`src/rtl/mc_ctrl_pkg.sv`:
```
// Shared encodings for the multi-cycle MIPS controller and its datapath.
package mc_defs;

  typedef enum logic [2:0] {
    ST_FETCH  = 3'd0,
    ST_DECODE = 3'd1,
    ST_EXEC   = 3'd2,
    ST_MEM    = 3'd3,
    ST_WB     = 3'd4,
    ST_HALT   = 3'd7
  } state_e;

  localparam logic [5:0] OP_RTYPE = 6'b000000;
  localparam logic [5:0] OP_ORI   = 6'b001101;
  localparam logic [5:0] OP_LW    = 6'b100011;
  localparam logic [5:0] OP_SW    = 6'b101011;
  localparam logic [5:0] OP_BEQ   = 6'b000100;
  localparam logic [5:0] OP_LUI   = 6'b001111;
  localparam logic [5:0] OP_J     = 6'b000010;
  localparam logic [5:0] OP_JAL   = 6'b000011;

  localparam logic [5:0] FN_ADDU  = 6'b100001;
  localparam logic [5:0] FN_SUBU  = 6'b100011;
  localparam logic [5:0] FN_JR    = 6'b001000;

  localparam logic [2:0] ALU_ADD  = 3'd0;
  localparam logic [2:0] ALU_SUB  = 3'd1;
  localparam logic [2:0] ALU_OR   = 3'd2;
  localparam logic [2:0] ALU_LUI  = 3'd3;

  localparam logic [1:0] REGDST_RT = 2'd0;
  localparam logic [1:0] REGDST_RD = 2'd1;
  localparam logic [1:0] REGDST_RA = 2'd2;

  localparam logic [1:0] WTR_ALU  = 2'd0;
  localparam logic [1:0] WTR_MEM  = 2'd1;
  localparam logic [1:0] WTR_PC4  = 2'd2;

  // One-hot instruction class; all zero means the instruction is illegal.
  typedef struct packed {
    logic addu;
    logic subu;
    logic jr;
    logic ori;
    logic lw;
    logic sw;
    logic beq;
    logic lui;
    logic j;
    logic jal;
  } instr_class_t;

endpackage

```
`src/rtl/mc_ctrl_if.sv`:
```
// Control bus between the multi-cycle sequencer and the MIPS datapath.
interface mc_ctrl_if #(parameter int CNT_W = 32);
  import mc_defs::*;

  logic [31:0]      instr;
  logic             eq;
  logic             im_ready;
  logic             dm_ready;
  logic             ir_we;
  logic             pc_we;
  logic             WeGrf;
  logic             WeDm;
  logic [1:0]       RegDst;
  logic [1:0]       WhichtoReg;
  logic             AluSrc;
  logic [2:0]       AluOp;
  logic             sign;
  logic             branch;
  logic             JType;
  logic             jr;
  logic [2:0]       state;
  logic             illegal;
  logic             halted;
  logic [CNT_W-1:0] retired;

  // Datapath side: supplies IR, flags and memory readiness, consumes controls.
  modport master (
    output instr, eq, im_ready, dm_ready,
    input  ir_we, pc_we, WeGrf, WeDm, RegDst, WhichtoReg, AluSrc, AluOp,
           sign, branch, JType, jr, state, illegal, halted, retired
  );

  // Sequencer side.
  modport slave (
    input  instr, eq, im_ready, dm_ready,
    output ir_we, pc_we, WeGrf, WeDm, RegDst, WhichtoReg, AluSrc, AluOp,
           sign, branch, JType, jr, state, illegal, halted, retired
  );

endinterface

```
`src/rtl/mc_ctrl_decode.sv`:
```
// Purely combinational instruction classifier for the sequencer.
module mc_decode
  import mc_defs::*;
(
  input  logic [31:0]  instr_i,
  output instr_class_t cls_o,
  output logic         illegal_o
);

  logic [5:0] opcode;
  logic [5:0] funct;
  logic       unusedFields;

  assign opcode       = instr_i[31:26];
  assign funct        = instr_i[5:0];
  assign unusedFields = ^instr_i[25:6];

  // Map opcode/funct onto exactly one class bit, or none for unknown encodings.
  always_comb begin
    cls_o = '0;
    case (opcode)
      OP_RTYPE: begin
        case (funct)
          FN_ADDU: cls_o.addu = 1'b1;
          FN_SUBU: cls_o.subu = 1'b1;
          FN_JR:   cls_o.jr   = 1'b1;
          default: ;
        endcase
      end
      OP_ORI:  cls_o.ori = 1'b1;
      OP_LW:   cls_o.lw  = 1'b1;
      OP_SW:   cls_o.sw  = 1'b1;
      OP_BEQ:  cls_o.beq = 1'b1;
      OP_LUI:  cls_o.lui = 1'b1;
      OP_J:    cls_o.j   = 1'b1;
      OP_JAL:  cls_o.jal = 1'b1;
      default: ;
    endcase
  end

  assign illegal_o = (cls_o == '0);

endmodule

```
`src/rtl/mc_ctrl.sv`:
```
// Multi-cycle sequencer: steps the datapath through FETCH/DECODE/EXEC/MEM/WB,
// waits on memory ready handshakes, counts retired instructions and halts
// when a memory never answers.
module mc_ctrl
  import mc_defs::*;
#(
  parameter int CNT_W       = 32,
  parameter int MEM_TIMEOUT = 16
) (
  input logic     clk,
  input logic     reset,
  mc_ctrl_if.slave bus
);

  localparam int              WAIT_W   = $clog2(MEM_TIMEOUT + 1);
  localparam logic [WAIT_W-1:0] WAIT_MAX = WAIT_W'(MEM_TIMEOUT);

  state_e             state_q, state_d;
  logic [WAIT_W-1:0]  waitCnt_q, waitCnt_d, waitInc;
  logic [CNT_W-1:0]   retired_q;

  instr_class_t       cls;
  logic               isIllegal;

  logic               irWe, pcWe, weGrf, weDm;
  logic [1:0]         regDst, whichtoReg;
  logic               aluSrc, signExt, branchSel, jType, jrSel, illegalPulse;
  logic [2:0]         aluOp;
  logic               aluSrcI, signI;
  logic [2:0]         aluOpI;

  mc_decode uDecode (
    .instr_i   (bus.instr),
    .cls_o     (cls),
    .illegal_o (isIllegal)
  );

  // ALU setup for the current instruction, used from EXEC through WB.
  always_comb begin
    aluSrcI = cls.ori | cls.lw | cls.sw | cls.lui;
    signI   = cls.lw | cls.sw;
    aluOpI  = ALU_ADD;
    if (cls.subu || cls.beq) aluOpI = ALU_SUB;
    else if (cls.ori)        aluOpI = ALU_OR;
    else if (cls.lui)        aluOpI = ALU_LUI;
  end

  assign waitInc = (waitCnt_q == WAIT_MAX) ? waitCnt_q : waitCnt_q + 1'b1;

  // Next-state and control decode; everything defaults to idle.
  always_comb begin
    state_d      = state_q;
    waitCnt_d    = '0;
    irWe         = 1'b0;
    pcWe         = 1'b0;
    weGrf        = 1'b0;
    weDm         = 1'b0;
    regDst       = REGDST_RT;
    whichtoReg   = WTR_ALU;
    aluSrc       = 1'b0;
    aluOp        = ALU_ADD;
    signExt      = 1'b0;
    branchSel    = 1'b0;
    jType        = 1'b0;
    jrSel        = 1'b0;
    illegalPulse = 1'b0;
    case (state_q)
      ST_FETCH: begin
        irWe = bus.im_ready;
        if (bus.im_ready)           state_d = ST_DECODE;
        else if (waitInc >= WAIT_MAX) state_d = ST_HALT;
        else                        waitCnt_d = waitInc;
      end
      ST_DECODE: begin
        state_d = ST_EXEC;
        if (cls.j) begin
          pcWe = 1'b1; jType = 1'b1; state_d = ST_FETCH;
        end else if (cls.jal) begin
          pcWe = 1'b1; jType = 1'b1; weGrf = 1'b1;
          regDst = REGDST_RA; whichtoReg = WTR_PC4; state_d = ST_FETCH;
        end else if (cls.jr) begin
          pcWe = 1'b1; jrSel = 1'b1; state_d = ST_FETCH;
        end else if (isIllegal) begin
          pcWe = 1'b1; illegalPulse = 1'b1; state_d = ST_FETCH;
        end
      end
      ST_EXEC: begin
        aluSrc = aluSrcI; aluOp = aluOpI; signExt = signI;
        if (cls.beq) begin
          pcWe = 1'b1; branchSel = bus.eq; state_d = ST_FETCH;
        end else if (cls.lw || cls.sw) begin
          state_d = ST_MEM;
        end else begin
          state_d = ST_WB;
        end
      end
      ST_MEM: begin
        aluSrc = aluSrcI; aluOp = aluOpI; signExt = signI;
        weDm   = cls.sw;
        if (bus.dm_ready) begin
          pcWe    = cls.sw;
          state_d = cls.sw ? ST_FETCH : ST_WB;
        end else if (waitInc >= WAIT_MAX) begin
          state_d = ST_HALT;
        end else begin
          waitCnt_d = waitInc;
        end
      end
      ST_WB: begin
        aluSrc = aluSrcI; aluOp = aluOpI; signExt = signI;
        weGrf      = 1'b1;
        pcWe       = 1'b1;
        regDst     = (cls.addu || cls.subu) ? REGDST_RD : REGDST_RT;
        whichtoReg = cls.lw ? WTR_MEM : WTR_ALU;
        state_d    = ST_FETCH;
      end
      ST_HALT: state_d = ST_HALT;
      default: state_d = ST_FETCH;
    endcase
  end

  // State, wait counter and retire counter; reset abandons any instruction.
  always_ff @(posedge clk) begin
    if (!reset) begin
      state_q   <= ST_FETCH;
      waitCnt_q <= '0;
      retired_q <= '0;
    end else begin
      state_q   <= state_d;
      waitCnt_q <= waitCnt_d;
      if (pcWe) retired_q <= retired_q + 1'b1;
    end
  end

  assign bus.ir_we      = reset & irWe;
  assign bus.pc_we      = reset & pcWe;
  assign bus.WeGrf      = reset & weGrf;
  assign bus.WeDm       = reset & weDm;
  assign bus.illegal    = reset & illegalPulse;
  assign bus.RegDst     = regDst;
  assign bus.WhichtoReg = whichtoReg;
  assign bus.AluSrc     = aluSrc;
  assign bus.AluOp      = aluOp;
  assign bus.sign       = signExt;
  assign bus.branch     = branchSel;
  assign bus.JType      = jType;
  assign bus.jr         = jrSel;
  assign bus.state      = state_q;
  assign bus.halted     = (state_q == ST_HALT);
  assign bus.retired    = retired_q;

endmodule

```
`src/flat_wrapper.sv`:
```
// flat-port wrapper written by rule: the top's interface ports become plain ports
module mc_ctrl_flat import mc_defs::*;
#(
  parameter int CNT_W       = 32,
  parameter int MEM_TIMEOUT = 16
)
  (clk, reset, bus_instr, bus_eq, bus_im_ready, bus_dm_ready, bus_ir_we, bus_pc_we, bus_WeGrf, bus_WeDm, bus_RegDst, bus_WhichtoReg, bus_AluSrc, bus_AluOp, bus_sign, bus_branch, bus_JType, bus_jr, bus_state, bus_illegal, bus_halted, bus_retired);
  mc_ctrl_if #(.CNT_W(CNT_W)) bus_i ();
  input logic clk;
  input logic reset;
  input wire logic [$bits(bus_i.instr)-1:0] bus_instr;
  input wire logic [$bits(bus_i.eq)-1:0] bus_eq;
  input wire logic [$bits(bus_i.im_ready)-1:0] bus_im_ready;
  input wire logic [$bits(bus_i.dm_ready)-1:0] bus_dm_ready;
  output wire logic [$bits(bus_i.ir_we)-1:0] bus_ir_we;
  output wire logic [$bits(bus_i.pc_we)-1:0] bus_pc_we;
  output wire logic [$bits(bus_i.WeGrf)-1:0] bus_WeGrf;
  output wire logic [$bits(bus_i.WeDm)-1:0] bus_WeDm;
  output wire logic [$bits(bus_i.RegDst)-1:0] bus_RegDst;
  output wire logic [$bits(bus_i.WhichtoReg)-1:0] bus_WhichtoReg;
  output wire logic [$bits(bus_i.AluSrc)-1:0] bus_AluSrc;
  output wire logic [$bits(bus_i.AluOp)-1:0] bus_AluOp;
  output wire logic [$bits(bus_i.sign)-1:0] bus_sign;
  output wire logic [$bits(bus_i.branch)-1:0] bus_branch;
  output wire logic [$bits(bus_i.JType)-1:0] bus_JType;
  output wire logic [$bits(bus_i.jr)-1:0] bus_jr;
  output wire logic [$bits(bus_i.state)-1:0] bus_state;
  output wire logic [$bits(bus_i.illegal)-1:0] bus_illegal;
  output wire logic [$bits(bus_i.halted)-1:0] bus_halted;
  output wire logic [$bits(bus_i.retired)-1:0] bus_retired;
  assign bus_i.instr = bus_instr;
  assign bus_i.eq = bus_eq;
  assign bus_i.im_ready = bus_im_ready;
  assign bus_i.dm_ready = bus_dm_ready;
  assign bus_ir_we = bus_i.ir_we;
  assign bus_pc_we = bus_i.pc_we;
  assign bus_WeGrf = bus_i.WeGrf;
  assign bus_WeDm = bus_i.WeDm;
  assign bus_RegDst = bus_i.RegDst;
  assign bus_WhichtoReg = bus_i.WhichtoReg;
  assign bus_AluSrc = bus_i.AluSrc;
  assign bus_AluOp = bus_i.AluOp;
  assign bus_sign = bus_i.sign;
  assign bus_branch = bus_i.branch;
  assign bus_JType = bus_i.JType;
  assign bus_jr = bus_i.jr;
  assign bus_state = bus_i.state;
  assign bus_illegal = bus_i.illegal;
  assign bus_halted = bus_i.halted;
  assign bus_retired = bus_i.retired;
  mc_ctrl #(.CNT_W(CNT_W), .MEM_TIMEOUT(MEM_TIMEOUT)) u_core (.clk(clk), .reset(reset), .bus(bus_i));
endmodule
```
`config.mk`:
```
export PLATFORM = sky130hd
export DESIGN_NAME = mc_ctrl_flat
export DESIGN_NICKNAME = d
export VERILOG_FILES = /design/src/rtl/mc_ctrl_pkg.sv /design/src/rtl/mc_ctrl_if.sv /design/src/rtl/mc_ctrl_decode.sv /design/src/rtl/mc_ctrl.sv /design/src/flat_wrapper.sv
export SDC_FILE = /design/constraint.sdc
export NUM_CORES = 1
export LEC_CHECK = 0
export CELL_PAD_IN_SITES_DETAIL_PLACEMENT = 1
export CELL_PAD_IN_SITES_GLOBAL_PLACEMENT = 1
export CORE_MARGIN = 3
export CORE_UTILIZATION = 30
export CTS_BUF_LIST = sky130_fd_sc_hd__clkbuf_8
export DETAILED_ROUTE_END_ITERATION = 6
export PLACE_DENSITY = 0.87
export REMOVE_ABC_BUFFERS = 1
export SKIP_LAST_GASP = 1
export SLEW_MARGIN = 10
export SYNTH_ARGS = -nofsm -noshare
export SYNTH_HDL_FRONTEND = slang
export SYNTH_SLANG_ARGS = --single-unit
```
`constraint.sdc`:
```
create_clock -name clk -period 3.6 [get_ports clk]
set_clock_uncertainty 0.1 [all_clocks]
set_input_delay 0.72 -clock clk [delete_from_list [all_inputs] [get_ports clk]]
set_output_delay 0.72 -clock clk [all_outputs]
set_load 0.01 [all_outputs]
```
==> out/metrics.csv <==
metric;value;unit
end_kind;primary output;
first_pass_iters;4;
coreArea;0.00781;mm^2
slew_headroom;0.569;
final_area;0.00345;mm^2
synth_compound_area_frac;0.203;
io_buffers;68;
htree_levels;2;
p_leak;1.17;nW
drtIter0Drc;79;
clk_pin_slew;0.08;ns
cts_root_buf;clkbuf_8;
yosysTopAreaCellShare;0.329;
nFillCells;946;
status;finished, final reports clean;
maxSlewViolCount;0;
antenna_found_initial;0;
yosysWarningCount;0;
path_cells;clkdlybuf4s50_1 > buf_4 > nor4_2 > and3_1 > and2_1 > o21a_1 > clkdlybuf4s50_1;
crit_slowest_cell;clkdlybuf4s50_1;
cp.arrival;2.69;ns
fp.dieH;96.1;um
grt_use_total;0.178;
syn_area;0.00244;mm^2
hold_class;flip-flop to flip-flop;
fin_crit;3.51;ns
final_net_count;432;
clock-sinks;40;
synthSimpleGateAreaFrac;0.348;
yosys-top-cells-count;40 x dfxtp_1, 32 x nor2_1, 25 x nand2_1;
cpPeakStageDelay;0.53;ns
worstHoldEndpoint;u_core.waitCnt_q[2]$_SDFF_PN0_;
synth_seq_area_share;0.329;
crit_fanout;10;
ir_drop;0.117;mV
ys_ff_latch;40;
grt_pass1_wl;13.1;mm
wirelength;7.68;mm
synth-edff-count;0;
fin_tns_setup;0;ns
r2r_slack;0.93;ns
crit_path_start_kind;input port;
worst_pin_slew;0.644;ns
synth_area_leaders;dfxtp_1 33%, nor2_1 4.9%, a21oi_1 4.5%;
cts_tree;yes;
ios;90;
avgSynthCellArea;7.91;um^2
grt_pass1_vias;2758;
crit_top_cell;clkdlybuf4s50_1;
register_area;801;um^2
syn_inst;308;
fmax;285;MHz
clock_path_buffers;2;
hold_violations;0;
layout-area-overhead-vs-synth;41.4;%
power_density;289;mW/mm^2
rsz0062_at_grt;true;
numCtsBuffers;5;
n_antenna_cell;0;
multi_input_area;0.00150;mm^2
viasPerCell;5.39;
power.total;0.995;mW
post-cts-setup-buffer-count;0;
synthMuxAreaShare;0.0123;
drc;0;
hold_depth;1;
drv_cap;0;
via_count;2668;
start_util;0.312;
crit_required;2.78;ns
num_rows;32;
yosys.area.top_type;dfxtp_1;
die_x;96.1;um
synthAdderAreaFrac;0.0154;
grt_max_degree;31;
clkLatencyLatePin;0.30;ns
wl_per_cell;15.5;um
grt_overflow_total;0;
synth_xor_area_frac;0.0252;
timing.rr.start;u_core.bus.retired[3]$_SDFFE_PN0P_;
reg2reg_depth;7;
place_area;0.00334;mm^2
die_area;0.00924;mm^2
synth.distinct_cells;56;
synth_ff_type;dfxtp_1;
layout-drive-gt1-share;0.140;
period_share;0.976;
antenna_left;0;
synth_top_family_by_area;simple AND/OR/NAND/NOR gates;
setup_violations;0;
synth-async-reset-ratio;0;
timing.rr.end;u_core.bus.retired[24]$_SDFFE_PN0P_;
crit_type;input port to primary output;
hold_start;u_core.waitCnt_q[4]$_SDFF_PN0_;
yosysMostFrequentCell;dfxtp_1;
routabilityCongestion;0.826;
hpwl;5.88;mm
final_util;0.441;
## cell type report
| cell class | instances | area share |
|---|---|---|
| inverter | 12 | 0.0131 |
| clock buffer | 6 | 0.0240 |
| clock inverter | 2 | 0.00327 |
| tap | 102 | 0.0370 |
| timing repair buffer | 96 | 0.256 |
| multi-input combinational | 237 | 0.434 |
| sequential | 40 | 0.232 |
## repair_timing
item	in CTS	in global routing
hold buffers	0	0
endpoints found under the hold margin	0	0
pin swaps	0	2
endpoints found under the setup margin	7	9
gates resized for setup	8	8
## logic make-up (layout without fill, tap and decap cells)
logic type / count (synthesis) / count (layout)
AO/OA/AOI/OAI: 71 / 71
XOR/XNOR: 7 / 7
adder cells (fa/ha/maj): 3 / 3
buffers and inverters: 32 / 116
flip-flops: 40 / 40
multiplexers: 3 / 3
other: 1 / 2
AND/OR/NAND/NOR: 151 / 151
## metrics by stage
step | hold WS (ns) | worst slack [ns] | instances
floorplan | 0.319 | 0.139 | 289
global placement | 0.324 | -0.225 | 487
detailed placement | 0.345 | -0.228 | 487
CTS | 0.357 | -0.0219 | 495
global route | 0.372 | -0.0429 | 495
finish | 0.353 | 0.0857 | 495
## placed cells by master (no fill, tap or decap), types with 3 or more instances in the layout
cell	n
a21oi_1	22
a21oi_2	4
a31oi_1	4
and3_1	6
buf_4	28
clkbuf_8	6
clkdlybuf4s50_1	60
dfxtp_1	40
dlygate4sd2_1	5
ha_1	3
inv_1	13
mux2i_1	3
nand2_1	25
nand3_1	22
nand3b_1	5
nand4_1	8
nor2_1	31
nor3_1	7
nor4_1	4
o21a_1	4
o21ai_0	3
o21ai_1	5
o31ai_1	14
or3_1	6
or4_1	10
xnor2_1	5
## state kept, by name, indices dropped and copies added (netlist names)
signal and count:
u_core.waitCnt_q 5, u_core.bus.retired 32, u_core.bus.state 3
## worst max-delay path by stage
stage	startpoint	endpoint	slack (ns)
final	bus_instr[29]	bus_WeGrf	0.09
after global routing	bus_instr[29]	bus_WeGrf	-0.04
after CTS	bus_instr[29]	bus_pc_we	-0.02
after detailed placement	bus_instr[29]	bus_pc_we	-0.23
after global placement	bus_instr[29]	bus_pc_we	-0.23
after floorplan	bus_instr[29]	bus_pc_we	0.14
## worst max-delay path: cells and delay by family
kind | cells | cell delay (ns)
buffers and inverters | 3 | 1.14
AND/OR/NAND/NOR | 3 | 0.71
AO/OA/AOI/OAI | 1 | 0.12
## per-layer routing
| layer | part of all wire | vias to the layer above | GRT usage |
|---|---|---|---|
| met5 | 0 | - | 0 |
| met4 | 0.019 | 0 | 0.0616 |
| met3 | 0.054 | 14 | 0.0391 |
| met2 | 0.50 | 72 | 0.314 |
| met1 | 0.42 | 1280 | 0.210 |
| li1 | - | 1302 | - |
## report_power, final
group	internal [mW]	leakage, nW	switching, mW
Clock	0.153	0.0486	0.169
Sequential	0.453	0.323	0.0181
Combinational	0.0899	0.796	0.111
Total	0.696	1.17	0.298
No activity file was read; power rests on OpenSTA's default activity.
